**src/rtl/physics_pkg.sv**
```systemverilog
// ============================================================================
// Module      : physics_pkg
// Description : Shared sizes, sequencer state encoding and saturation helper
//               for the physics step sequencer.
// Revision    : 1.0 - initial release
// ============================================================================
`default_nettype none

package physics_pkg;

    localparam int c_num_nodes     = 8;
    localparam int c_position_size = 16;
    localparam int c_velocity_size = 16;
    localparam int c_force_size    = 16;
    localparam int c_dt_shift      = 1;
    localparam int c_gravity       = -4;
    localparam int c_floor_y       = 0;

    typedef enum logic [1:0] {
        S_IDLE    = 2'd0,
        S_START   = 2'd1,
        S_COLLECT = 2'd2,
        S_DONE    = 2'd3
    } seq_state_t;

    // Clamp a wide signed value to the signed range of a narrower target width.
    function automatic logic signed [31:0] sat_signed(input logic signed [31:0] val,
                                                      input int                 width);
        logic signed [31:0] hi;
        logic signed [31:0] lo;
        hi = (32'sd1 <<< (width - 1)) - 32'sd1;
        lo = -(32'sd1 <<< (width - 1));
        if (val > hi) begin
            return hi;
        end else if (val < lo) begin
            return lo;
        end
        return val;
    endfunction

endpackage

`default_nettype wire

```
**src/rtl/node_integrator.sv**
```systemverilog
// ============================================================================
// Module      : node_integrator
// Description : Combinational semi-implicit Euler update for one node, with
//               gravity, saturation and floor clamp.
// Revision    : 1.0 - initial release
// ============================================================================
`default_nettype none

module node_integrator
    import physics_pkg::*;
#(
    parameter int POSITION_SIZE = c_position_size,
    parameter int VELOCITY_SIZE = c_velocity_size,
    parameter int FORCE_SIZE    = c_force_size,
    parameter int DT_SHIFT      = c_dt_shift,
    parameter int GRAVITY       = c_gravity,
    parameter int FLOOR_Y       = c_floor_y
) (
    input  logic signed [FORCE_SIZE-1:0]    force_x,
    input  logic signed [FORCE_SIZE-1:0]    force_y,
    input  logic signed [VELOCITY_SIZE-1:0] vel_x,
    input  logic signed [VELOCITY_SIZE-1:0] vel_y,
    input  logic signed [POSITION_SIZE-1:0] pos_x,
    input  logic signed [POSITION_SIZE-1:0] pos_y,
    output logic signed [VELOCITY_SIZE-1:0] vel_x_next,
    output logic signed [VELOCITY_SIZE-1:0] vel_y_next,
    output logic signed [POSITION_SIZE-1:0] pos_x_next,
    output logic signed [POSITION_SIZE-1:0] pos_y_next
);

    logic signed [31:0] w_fx;
    logic signed [31:0] w_fy;
    logic signed [31:0] w_vx_sat;
    logic signed [31:0] w_vy_sat;
    logic signed [31:0] w_px_sat;
    logic signed [31:0] w_py_sat;
    logic               w_below_floor;

    // All arithmetic is carried at 32 bits so the sums cannot wrap before saturation.
    assign w_fx = 32'(force_x);
    assign w_fy = 32'(force_y) + GRAVITY;

    assign w_vx_sat = sat_signed(32'(vel_x) + (w_fx >>> DT_SHIFT), VELOCITY_SIZE);
    assign w_vy_sat = sat_signed(32'(vel_y) + (w_fy >>> DT_SHIFT), VELOCITY_SIZE);

    // Position uses the freshly updated velocity (semi-implicit Euler).
    assign w_px_sat = sat_signed(32'(pos_x) + (w_vx_sat >>> DT_SHIFT), POSITION_SIZE);
    assign w_py_sat = sat_signed(32'(pos_y) + (w_vy_sat >>> DT_SHIFT), POSITION_SIZE);

    assign w_below_floor = (w_py_sat < FLOOR_Y);

    assign vel_x_next = VELOCITY_SIZE'(w_vx_sat);
    assign pos_x_next = POSITION_SIZE'(w_px_sat);
    assign vel_y_next = w_below_floor ? '0 : VELOCITY_SIZE'(w_vy_sat);
    assign pos_y_next = w_below_floor ? POSITION_SIZE'(FLOOR_Y) : POSITION_SIZE'(w_py_sat);

endmodule

`default_nettype wire

```
**src/rtl/physics_step_sequencer.sv**
```systemverilog
// ============================================================================
// Module      : physics_step_sequencer
// Description : Holds per-node position/velocity state and runs one physics
//               step per frame_tick using forces streamed from the springs unit.
// Revision    : 1.0 - initial release
// ============================================================================
`default_nettype none

module physics_step_sequencer
    import physics_pkg::*;
#(
    parameter int NUM_NODES     = c_num_nodes,
    parameter int POSITION_SIZE = c_position_size,
    parameter int VELOCITY_SIZE = c_velocity_size,
    parameter int FORCE_SIZE    = c_force_size,
    parameter int DT_SHIFT      = c_dt_shift,
    parameter int GRAVITY       = c_gravity,
    parameter int FLOOR_Y       = c_floor_y
) (
    input  logic                                                 clk_in,
    input  logic                                                 rst_in,
    input  logic                                                 frame_tick,
    input  logic                                                 init_valid,
    input  logic        [$clog2(NUM_NODES)-1:0]                  init_idx,
    input  logic signed [POSITION_SIZE-1:0]                      init_x,
    input  logic signed [POSITION_SIZE-1:0]                      init_y,
    output logic signed [1:0][NUM_NODES-1:0][POSITION_SIZE-1:0]  nodes,
    output logic signed [1:0][NUM_NODES-1:0][VELOCITY_SIZE-1:0]  velocities,
    output logic                                                 springs_start,
    input  logic signed [FORCE_SIZE-1:0]                         spring_force_x,
    input  logic signed [FORCE_SIZE-1:0]                         spring_force_y,
    input  logic                                                 spring_force_valid,
    input  logic                                                 springs_done,
    output logic                                                 busy,
    output logic                                                 step_done,
    output logic                                                 overrun,
    output logic                                                 stream_error
);

    localparam int c_idx_w = $clog2(NUM_NODES);
    localparam int c_cnt_w = $clog2(NUM_NODES + 1);
    localparam logic [c_cnt_w-1:0] c_count_full = c_cnt_w'(NUM_NODES);

    seq_state_t r_state;
    seq_state_t w_next_state;

    logic signed [POSITION_SIZE-1:0] r_pos_x [NUM_NODES];
    logic signed [POSITION_SIZE-1:0] r_pos_y [NUM_NODES];
    logic signed [VELOCITY_SIZE-1:0] r_vel_x [NUM_NODES];
    logic signed [VELOCITY_SIZE-1:0] r_vel_y [NUM_NODES];

    logic [c_cnt_w-1:0] r_count;
    logic               r_overrun;
    logic               r_stream_error;
    logic               r_step_done;

    logic               w_step_done_pre;
    logic               w_beat_ok;
    logic [c_idx_w-1:0] w_beat_idx;
    logic [c_cnt_w-1:0] w_count_eff;

    logic signed [VELOCITY_SIZE-1:0] w_vx_next;
    logic signed [VELOCITY_SIZE-1:0] w_vy_next;
    logic signed [POSITION_SIZE-1:0] w_px_next;
    logic signed [POSITION_SIZE-1:0] w_py_next;

    // ---------------- FSM: state register ----------------
    always_ff @(posedge clk_in) begin
        if (rst_in) begin
            r_state <= S_IDLE;
        end else begin
            r_state <= w_next_state;
        end
    end

    // ---------------- FSM: next state ----------------
    always_comb begin
        w_next_state = r_state;
        case (r_state)
            S_IDLE:    if (frame_tick && !init_valid) w_next_state = S_START;
            S_START:   w_next_state = S_COLLECT;
            S_COLLECT: if (springs_done) w_next_state = S_DONE;
            S_DONE:    w_next_state = S_IDLE;
            default:   w_next_state = S_IDLE;
        endcase
    end

    // ---------------- FSM: outputs ----------------
    always_comb begin
        springs_start   = 1'b0;
        busy            = 1'b1;
        w_step_done_pre = 1'b0;
        case (r_state)
            S_IDLE:  busy            = 1'b0;
            S_START: springs_start   = 1'b1;
            S_DONE:  w_step_done_pre = 1'b1;
            default: ;
        endcase
    end

    // Beats past the last node are dropped; the count stops at NUM_NODES.
    assign w_beat_ok   = (r_state == S_COLLECT) && spring_force_valid && (r_count < c_count_full);
    assign w_beat_idx  = r_count[c_idx_w-1:0];
    assign w_count_eff = r_count + c_cnt_w'(w_beat_ok);

    node_integrator #(
        .POSITION_SIZE (POSITION_SIZE),
        .VELOCITY_SIZE (VELOCITY_SIZE),
        .FORCE_SIZE    (FORCE_SIZE),
        .DT_SHIFT      (DT_SHIFT),
        .GRAVITY       (GRAVITY),
        .FLOOR_Y       (FLOOR_Y)
    ) u_integrator (
        .force_x    (spring_force_x),
        .force_y    (spring_force_y),
        .vel_x      (r_vel_x[w_beat_idx]),
        .vel_y      (r_vel_y[w_beat_idx]),
        .pos_x      (r_pos_x[w_beat_idx]),
        .pos_y      (r_pos_y[w_beat_idx]),
        .vel_x_next (w_vx_next),
        .vel_y_next (w_vy_next),
        .pos_x_next (w_px_next),
        .pos_y_next (w_py_next)
    );

    // ---------------- Node state, beat counter and status flags ----------------
    always_ff @(posedge clk_in) begin
        if (rst_in) begin
            for (int i = 0; i < NUM_NODES; i++) begin
                r_pos_x[i] <= '0;
                r_pos_y[i] <= '0;
                r_vel_x[i] <= '0;
                r_vel_y[i] <= '0;
            end
            r_count        <= '0;
            r_overrun      <= 1'b0;
            r_stream_error <= 1'b0;
            r_step_done    <= 1'b0;
        end else begin
            r_step_done <= w_step_done_pre;

            if (r_state == S_IDLE && init_valid) begin
                r_pos_x[init_idx] <= init_x;
                r_pos_y[init_idx] <= init_y;
                r_vel_x[init_idx] <= '0;
                r_vel_y[init_idx] <= '0;
            end

            if (r_state == S_START) begin
                r_count <= '0;
            end else if (w_beat_ok) begin
                r_count             <= r_count + c_cnt_w'(1);
                r_vel_x[w_beat_idx] <= w_vx_next;
                r_vel_y[w_beat_idx] <= w_vy_next;
                r_pos_x[w_beat_idx] <= w_px_next;
                r_pos_y[w_beat_idx] <= w_py_next;
            end

            if (frame_tick && r_state != S_IDLE) begin
                r_overrun <= 1'b1;
            end

            if (r_state == S_COLLECT && springs_done && w_count_eff != c_count_full) begin
                r_stream_error <= 1'b1;
            end
        end
    end

    generate
        for (genvar gi = 0; gi < NUM_NODES; gi++) begin : g_node_out
            assign nodes[0][gi]      = r_pos_x[gi];
            assign nodes[1][gi]      = r_pos_y[gi];
            assign velocities[0][gi] = r_vel_x[gi];
            assign velocities[1][gi] = r_vel_y[gi];
        end
    endgenerate

    assign step_done    = r_step_done;
    assign overrun      = r_overrun;
    assign stream_error = r_stream_error;

endmodule

`default_nettype wire

```
**config.mk**
```make
export PLATFORM = sky130hd
export DESIGN_NAME = physics_step_sequencer
export DESIGN_NICKNAME = d
export VERILOG_FILES = /design/src/rtl/physics_pkg.sv /design/src/rtl/node_integrator.sv /design/src/rtl/physics_step_sequencer.sv
export SDC_FILE = /design/constraint.sdc
export NUM_CORES = 1
export LEC_CHECK = 0
export ABC_AREA = 1
export CAP_MARGIN = 20
export CORE_AREA = 2 2 265 267
export DETAILED_ROUTE_END_ITERATION = 10
export DIE_AREA = 0 0 267 269
export PLACE_DENSITY = 0.75
export SLEW_MARGIN = 20
export SYNTH_ARGS = -nofsm -noshare
export SYNTH_HDL_FRONTEND = slang
export SYNTH_SLANG_ARGS = --single-unit
```
**constraint.sdc**
```tcl
create_clock -name clk_in -period 6.25 [get_ports clk_in]
set_input_delay 0.625 -clock clk_in [delete_from_list [all_inputs] [get_ports clk_in]]
set_output_delay 0.625 -clock clk_in [all_outputs]
set_load 0.1 [all_outputs]
```
* Yosys cells after proc, flatten, opt, wreduce, memory -nomap -nowiden
Memories as Yosys holds them, arrays and structs flattened. A register that Yosys moved wholly into a read port is not among the register bits.
Index checks and enable logic that the tools add are counted.
** Word-level totals
- Register bits after elaboration :: 9
- RAM bits :: 512
- Input port bits :: 73
- Output and inout bits :: 517
- Memories kept :: 4
** Cells by class
- $add $sub $neg :: 7
- Magnitude comparators :: 10
- Equal/unequal tests :: 6
- Muxes and demuxes :: 69
- Reduce and logical (&&, ||, !) cells :: 20
** Memory list
- r_pos_x :: words 8, bits a word 16, rd ports 9, clocked after memory_dff 1, write ports 8, RTL line physics_step_sequencer.sv:47 : logic signed [POSITION_SIZE-1:0] r_pos_x [NUM_NODES];
- r_pos_y :: words 8, bits a word 16, rd ports 9, clocked after memory_dff 1, write ports 8, RTL line physics_step_sequencer.sv:48 : logic signed [POSITION_SIZE-1:0] r_pos_y [NUM_NODES];
- r_vel_x :: words 8, bits a word 16, rd ports 9, clocked after memory_dff 1, write ports 8, RTL line physics_step_sequencer.sv:49 : logic signed [VELOCITY_SIZE-1:0] r_vel_x [NUM_NODES];
- r_vel_y :: words 8, bits a word 16, rd ports 9, clocked after memory_dff 1, write ports 8, RTL line physics_step_sequencer.sv:50 : logic signed [VELOCITY_SIZE-1:0] r_vel_y [NUM_NODES];
** Operators with widths (number)
- 2-to-1 mux 32 bit :: 9
- 2-to-1 mux 16 bit :: 13
- greater-than comparator 32 x 16 -> 1 bit (second input constant) :: 4
- < comparator 32 x 16 -> 1 bit (second input constant) :: 4
- OR reduction 16 bit :: 8
- adder 16 x 31 -> 32 bit :: 2
- 2-to-1 mux 3 bit :: 16
- < comparator 32 x 1 -> 1 bit (second input constant) :: 1
- 2-to-1 mux 1 bit :: 28
- adder 16 x 15 -> 17 bit :: 1
- adder 16 x 16 -> 17 bit :: 1
- adder 16 x 3 -> 17 bit (second input constant) :: 1
- case mux 2 bit (4 select lines) :: 1
- logical AND 1 bit :: 7
- adder 4 x 1 -> 4 bit :: 1
- adder 4 x 1 -> 4 bit (second input constant) :: 1
- equality test 2 bit (second input constant) :: 2
- < comparator 4 bit (second input constant) :: 1
- 2-to-1 mux 2 bit :: 2
- != test 2 bit (second input constant) :: 2
- != test 4 bit (second input constant) :: 1
- equality test 2 x 1 -> 1 bit (second input constant) :: 1
- zero test 2 bit :: 1
- AND reduction 2 bit :: 1
- other kinds (3) :: 3

* Logic depth before layout (Yosys ltp)
Gate-level depths: netlist of run 1.
- Word-level depth :: 14
- Mapped depth :: 38
- Mapped depth without buffers :: 35

* By module
A second synthesis of run 1 with hierarchy kept.
** Second synthesis, totals
- Cells, all modules :: 3183
- Area, all modules :: 28227.1 um2
** Modules (own cells, without submodules)
- physics_step_sequencer :: times used 1, cells each 2369, area each 23737.8 um2
- node_integrator :: times used 1, cells each 814, area each 4489.3 um2

* Worst setup path before layout of run 1
No wires, ideal clock.
- Kind :: register to register
- Start :: register (tool-made name)
- End :: memory r_pos_y[0][10] (netlist bit), data pin
- Setup time :: 0.270 ns
- Arrival time :: 5.836 ns
- Required time :: 5.980 ns
- Slack :: 0.144 ns
- Stages on the path, launching flop included :: 35
- Buffers on the path :: 6
- Clock period less this slack :: 6.106 ns
- Cell sequence :: dfxtp_1 > clkbuf_1 > clkbuf_1 > clkbuf_1 > nor2_1 > nor2_1 > o21ai_0 > a31oi_1 > ha_1 > inv_1 > fa_1 > o21ai_2 > nand2_1 > nand2_2 > nand3_2 > nand3_1 > nand2_2 > nand3_2 > buf_2 > buf_2 > o21ai_0 > ha_1 > or2_2 > nand3_1 > nand2_1 > a31o_2 > a21oi_1 > fa_1 > nor3_1 > nand3_1 > nand2_1 > buf_2 > nand2_1 > nand2_1 > a21oi_1
** RTL lines (RTL line)
- to (decl) :: physics_step_sequencer.sv:48

==> run_results.csv, run 1 <==
group,metric,value,unit
run_status,outcome,"completed",
clock_network,clk_latency,620,ps
hold_path,hold_path.class,"flip-flop to flip-flop",
yosys,syn_inst,2948,
clock_network,cts_buffers,55,
run,max_cap_viol_count,0,
die,core,0.0693,mm²
yosys,synth_top_flop_cell,"edfxtp_1",
pwr,p_leak,14.8,nW
route,antenna_left,0,
yosys,synth_cell_types,49,
die,dieArea,0.0718,mm²
worst_setup_path,path_max_fanout,10,
sta,slew-limit-headroom,17.9,%
worst_setup_path,cpLargestDelayFamily,"simple AND/OR/NAND/NOR gates",
die,ios,590,
pwr,power_density,385,mW/mm²
route,post-route-drc-count,0,
grt,grt_max_degree,65,
pwr,peakVddDrop,0.000417,V
worst_setup_path,endpoint_kind,"flip-flop",
die,start_util,39.6,%
sta,fin_skew,20.2,ps
yosys,synth-edff-count,512,
worst_setup_path,cp_slowest_stage_delay,460,ps
clock_network,cts_root_buf,"clkbuf_16",
worst_setup_path,crit_type,"input port to flip-flop",
placement,place_hpwl,75200,µm
finish,ff_latch_area,0.0156,mm²
route,wl_per_cell,24.4,µm
sta,period_share,95.1,%
worst_setup_path,critPathSlowestCell,"fa_1",
placement,gp_routability_congestion,0.949,
finish,fin_nets,3769,
route,vias_per_cell,5.65,
placement,port_buffers,587,
route,vias,26030,
clock_network,cts_buffer_depth,3,
yosys,synth_area_leaders,"edfxtp_1, nor2_1, nand2_1, a21oi_1, nand3_1",
sta,finalMaxSlewViolations,0,
sta,finalSetupViolCount,0,
clock_network,cts_tree,"built",
die,rows,97,
finish,final_cell_area,0.0378,mm²
placement,pre_cts_slack,-588,ps
sta,final.min_clock_period,5940,ps
clock_network,clkSinkCount,524,
die,die_width,267,µm
finish,drive_gt1_share,12.0,%
grt,grt_antenna_before_repair,4,
sta,tightest_slew,1230,ps
yosys,yosys.area.top_type,"edfxtp_1",
sta,hold_violations,0,
worst_setup_path,critical_path_required,6550,ps
grt,grt.overflow.total,0,
yosys,yosysSeqAreaShare,56.9,%
worst_setup_path,start_kind,"input port",
yosys,yosysMostFrequentCell,"nor2_1",
route,drtIter0Drc,3028,
yosys,ys_seq_elements,524,
yosys,synthArstFlopShare,0,%
worst_setup_path,cpMostUsedCell,"nand2_1",
sta,setup_ws,305,ps
finish,layout.cells.non_filler,4607,
worst_setup_path,worst-path-buf-inv,6,
route,dr.pass1.iters,6,
sta,fmax,168,MHz
finish,multi_input_area,0.0111,mm²
yosys,syn_area_per_cell,9.30,µm²
placement,dpl.cell_count,4486,
die,die_h,269,µm
worst_setup_path,crit_arrival,6250,ps
placement,placed_area,0.0355,mm²
yosys,yosysTopAreaCellShare,56.1,%
clock_network,htree_levels,2,
clock_network,path_clk_slew,60,ps
grt,grt_pass1_wl,158000,µm
finish,syn_to_final_growth,37.7,%
yosys,yosys-top-cells-count,"nor2_1, nand2_1, edfxtp_1, a21oi_1, nand3_1",
finish,fillers,6086,
yosys,synth_nets,3099,
grt,track_usage,30.0,%
route,wl,113000,µm
grt,grt_pass1_vias,24403,
yosys,synth_warnings,0,
yosys,netlist_area,0.0274,mm²
worst register-to-register path: cells and delay by family (launching register included):
kind / cells / cell delay (ps)
buffers and inverters: 8 / 1010
AND/OR/NAND/NOR: 15 / 1650
AO/OA/AOI/OAI: 8 / 1300
flip-flops: 1 / 460
adder cells (fa/ha/maj): 3 / 1180
stage by stage:
stage,power [mW],TNS (ps),util (%),hold WS (ps)
2_1_floorplan,8.77,0,-,485
3_3_place_gp,10.9,-72810,51.2,449
3_5_place_dp,10.9,-95540,51.2,466
4_1_cts,14.2,0,53.8,475
5_1_grt,15.1,-475,54.5,497
6_report,14.5,0,54.5,484
worst paths after layout:
kind / cells past startpoint / startpoint / endpoint / slack, ps
setup / recovery: 33 / spring_force_y[4] / r_pos_y[1][7]$_SDFFCE_PN0P_ / 310
hold / removal: 2 / overrun$_SDFFE_PP0P_ / overrun$_SDFFE_PP0P_ / 480
setup reg to reg: 34 / flip-flop / r_pos_y[1][7]$_SDFFCE_PN0P_ / 330
hold reg to reg: 2 / overrun$_SDFFE_PP0P_ / overrun$_SDFFE_PP0P_ / 480
where the power goes:
| group | total (mW) | switching (mW) | internal (mW) |
|---|---|---|---|
| combinational | 6.97 | 4.82 | 2.14 |
| sequential | 4.30 | 0.174 | 4.12 |
| clock | 3.27 | 1.44 | 1.83 |
state kept, by name, summed over array words and instances, names as in the netlist, named ones only:
register,flops
overrun,1
r_vel_x,128
r_count,4
r_pos_y,128
r_vel_y,128
r_state,2
r_pos_x,128
stream_error,1
step_done,1
cell usage in the layout (no fill, tap or decap), types with 4 or more instances in the layout:
cell,n
nor2_1,608
clkdlybuf4s50_1,585
nand2_1,533
edfxtp_1,512
a21oi_1,273
nand3_1,189
buf_4,175
o21ai_0,129
inv_1,101
ha_1,68
clkbuf_16,59
nand2_4,41
a32o_1,40
xor2_1,30
nand2_2,29
xnor2_1,28
o22ai_1,25
a31oi_1,24
or2_2,20
nor2_2,16
buf_12,16
a21oi_2,15
clkbuf_1,11
dfxtp_1,10
clkinv_2,10
clkinv_1,9
a21o_1,8
nor3_1,6
o21ai_1,6
fa_1,6
diode_2,4
nor3_2,4
nand4_1,4
inv_2,4
clkinv_4,4
repair_timing:
| item | CTS | global route |
|---|---|---|
| setup endpoints to repair | 209 | 368 |
| pin swaps | 0 | 10 |
| cloned | 0 | 3 |
| hold buffers | 0 | 0 |
| setup buffers | 0 | 11 |
| gates resized for setup | 6 | 84 |
routing by layer:
layer | GRT usage (%) | wire, µm
met5 | 0 | 0
met4 | 10.7 | 4440
met2 | 48.4 | 51700
met3 | 5.38 | 12700
met1 | 40.7 | 43700
final cells by class:
class                   count  area share [%]
multi-input cells        2143            29.4
clock inverters            31           0.686
diodes                      4          0.0265
well taps                 940            3.12
flip-flops and latches    524            41.4
repair buffers            784            20.2
inverters                 110            1.19
clock buffers              71            4.00
cell families after synthesis:
logic type / Yosys count / share of synthesized area, %
and+or+nand+nor: 1466 / 22.2
AOI/OAI and AO/OA: 538 / 11.0
DFF: 524 / 56.9
buffers and inverters: 282 / 4.17
adders and majority gates: 78 / 3.72
xor gates and xnor gates: 60 / 1.94
No activity file was read; power rests on OpenSTA's default activity.
==> run 2, diff against run 1 <==
- CORE_AREA: 2 2 265 267 -> 2 2 245 247
- DIE_AREA: 0 0 267 269 -> 0 0 247 249
- PLACE_DENSITY: 0.75 -> 0.84
==> run 2 against run 1 <==
Maximum frequency is 0.63% lower. Global-route usage up 4.0 points. Die area shrank 14%. Worst hold slack gained 29 ps. Register-to-register slack got worse by 60 ps. Non-clock buffer count fell by 12. Sequential share of layout area up 0.58 points. Combinational power down 1%. Clock power decreased by 6%. Core utilization rose by 9.0 points. Critical path depth unchanged. First-iteration DRC count about the same. Critical path type is now flip-flop to flip-flop. Critical endpoint is now r_pos_x[0][6]$_SDFFCE_PN0P_. Largest cell class unchanged.
==> run_results.csv, run 2 (same netlist as run 1, synthesis figures left out) <==
group,metric,value,unit
run_status,outcome,"completed",
clock_network,clkSinkCount,524,
sta,setup_ws,267,ps
finish,final_cell_mix,"nor2_1, clkdlybuf4s50_1, nand2_1",
hold_path,min_from,"overrun$_SDFFE_PP0P_",
pwr,peakVddDrop,0.000393,V
worst_setup_path,path_max_fanout,27,
die,dieArea,0.0615,mm²
pwr,p_sw_share,44.5,%
worst_setup_path,critPathSlowestCell,"fa_1",
sta,hold_violations,0,
hold_path,hold_path.class,"flip-flop to flip-flop",
placement,gp_routability_congestion,0.979,
route,vias_per_cell,5.92,
grt,grt_pass1_vias,25290,
finish,fin_util,63.4,%
route,antenna_left,0,
clock_network,cts_buffer_depth,3,
die,start_util,46.7,%
grt,grt_pass1_wl,156000,µm
sta,finalMaxSlewViolations,0,
sta,hold_slack,513,ps
pwr,seq_power_share,30.1,%
pwr,p_leak,14.6,nW
clock_network,htree_levels,2,
worst_setup_path,crit_type,"flip-flop to flip-flop",
sta,final.min_clock_period,5980,ps
clock_network,clk_latency,620,ps
pwr,power_frac_clock,21.6,%
hold_path,holdPathEnd,"overrun$_SDFFE_PP0P_",
worst_setup_path,critical_path_required,6690,ps
sta,fmax,167,MHz
grt,use_met3,8.11,%
finish,drive_gt1_share,11.2,%
worst_setup_path,cpLargestDelayFamily,"simple AND/OR/NAND/NOR gates",
placement,place_hpwl,71900,µm
finish,layout_commonest_cell,"nor2_1",
route,wl_per_cell,24.5,µm
clock_network,cts_root_buf,"clkbuf_16",
pwr,internal_power,7.90,mW
worst_setup_path,cp_slowest_stage_delay,460,ps
clock_network,path_clk_slew,70,ps
grt,busiest_layer,"met2",
hold_path,holdPathStages,2,
worst_setup_path,r2r_slack,270,ps
placement,port_buffers,587,
worst_setup_path,r2r-end,"r_pos_x[0][6]$_SDFFCE_PN0P_",
pwr,combPwrFrac,48.3,%
finish,fin_nets,3754,
route,drtIter0Drc,3031,
grt,grt_antenna_before_repair,7,
grt,use_met1,44.1,%
worst_setup_path,endpoint_kind,"flip-flop",
die,rows,89,
sta,fin_skew,26.1,ps
clock_network,cts_buffers,52,
worst_setup_path,worst-path-buf-inv,5,
die,core,0.0587,mm²
finish,syn_to_final_growth,35.8,%
clock_network,cts_tree,"built",
grt,grt_max_degree,74,
run,max_cap_viol_count,0,
pwr,power_density,382,mW/mm²
pwr,p_switching,6.33,mW
worst_setup_path,start_kind,"flip-flop",
worst_setup_path,crit_arrival,6430,ps
sta,slew-limit-headroom,19.4,%
route,wl,108000,µm
grt,track_usage,34.0,%
grt,use_met2,53.5,%
placement,pre_cts_slack,-620,ps
sta,finalSetupViolCount,0,
die,die_h,249,µm
clock_network,cts_hold_buf,0,
grt,grt.overflow.total,0,
sta,period_share,95.7,%
die,ios,590,
die,die_width,247,µm
worst_setup_path,ff2ff_path_depth,33,
sta,tightest_slew,1210,ps
worst_setup_path,cpMostUsedCell,"nand2_1",
route,post-route-drc-count,0,
route,vias,26169,
route,dr.pass1.iters,6,
==> run 2: changes by cell type in the layout (fill, tap and decap cells not counted), sizes merged <==
cell | before | now
bufinv | 3 | 4
diode | 4 | 6
nand2 | 604 | 603
clkbuf | 73 | 67
nor2 | 628 | 629
buf | 197 | 187
clkinv | 24 | 20
clkinvlp | 3 | 1
==> run 2: repair_timing <==
item | 4_1_cts | 5_1_grt
cloned | 0 | 1
pin swaps | 0 | 12
buffers inserted | 3 | 8
gates resized for setup | 8 | 82
setup endpoints to repair | 224 | 368
==> run 2: per-stage QoR <==
stage	total power, mW	setup TNS (ps)	cell area, µm²	std cells
floorplan	8.77	0	27400	2948
global placement	10.8	-59100	35100	4310
detailed placement	10.8	-107440	35100	4310
CTS	13.9	0	36800	4406
global route	14.8	-4420	37200	4421
finish	14.2	0	37200	4421
==> run 2: final cells by class <==
type	count	area, µm²
tap	773	967
clock buffer	67	1380
sequential	524	15600
timing repair buffer	772	7450
multi-input combinational	2143	11100
inverter	110	442
antenna	6	15.0
clock inverter	26	234
fill	4523	21500
==> run 2: routing by layer <==
metal,up-vias,routed length (µm)
met5,-,13
met4,2,5790
met3,408,14100
met2,2034,49300
met1,12259,39200
li1,11466,-
==> run 2: power by group through the flow <==
stage	logic [mW]	registers, mW	clock network [mW]
floorplan	2.91	5.85	0
global placement	6.44	4.35	0
detailed placement	6.48	4.36	0
CTS	6.56	4.28	3.06
global route	7.29	4.30	3.19
finish	6.87	4.29	3.08
==> run 2: worst register-to-register path: cells and delay by family (launching register included) <==
family          cells  cell delay [ps]
flops               1              380
buf+inv             5              820
xor+xnor            1              340
compound gates      7             1400
fa+ha+maj           3             1130
simple gates       17             1740
==> run 2: worst max path at each step <==
stage / startpoint / to / slack (ps) / depth (start not counted)
finish: flip-flop / r_pos_x[0][6]$_SDFFCE_PN0P_ / 270 / 33
global placement: spring_force_y[3] / r_pos_y[0][4]$_SDFFCE_PN0P_ / -430 / 36
floorplan: flip-flop / r_pos_y[0][10]$_SDFFCE_PN0P_ / 140 / 34
detailed placement: spring_force_y[2] / r_pos_y[1][4]$_SDFFCE_PN0P_ / -620 / 37
CTS: flip-flop / r_pos_y[3][4]$_SDFFCE_PN0P_ / 9 / 36
global route: spring_force_y[2] / r_pos_y[0][5]$_SDFFCE_PN0P_ / -80 / 37
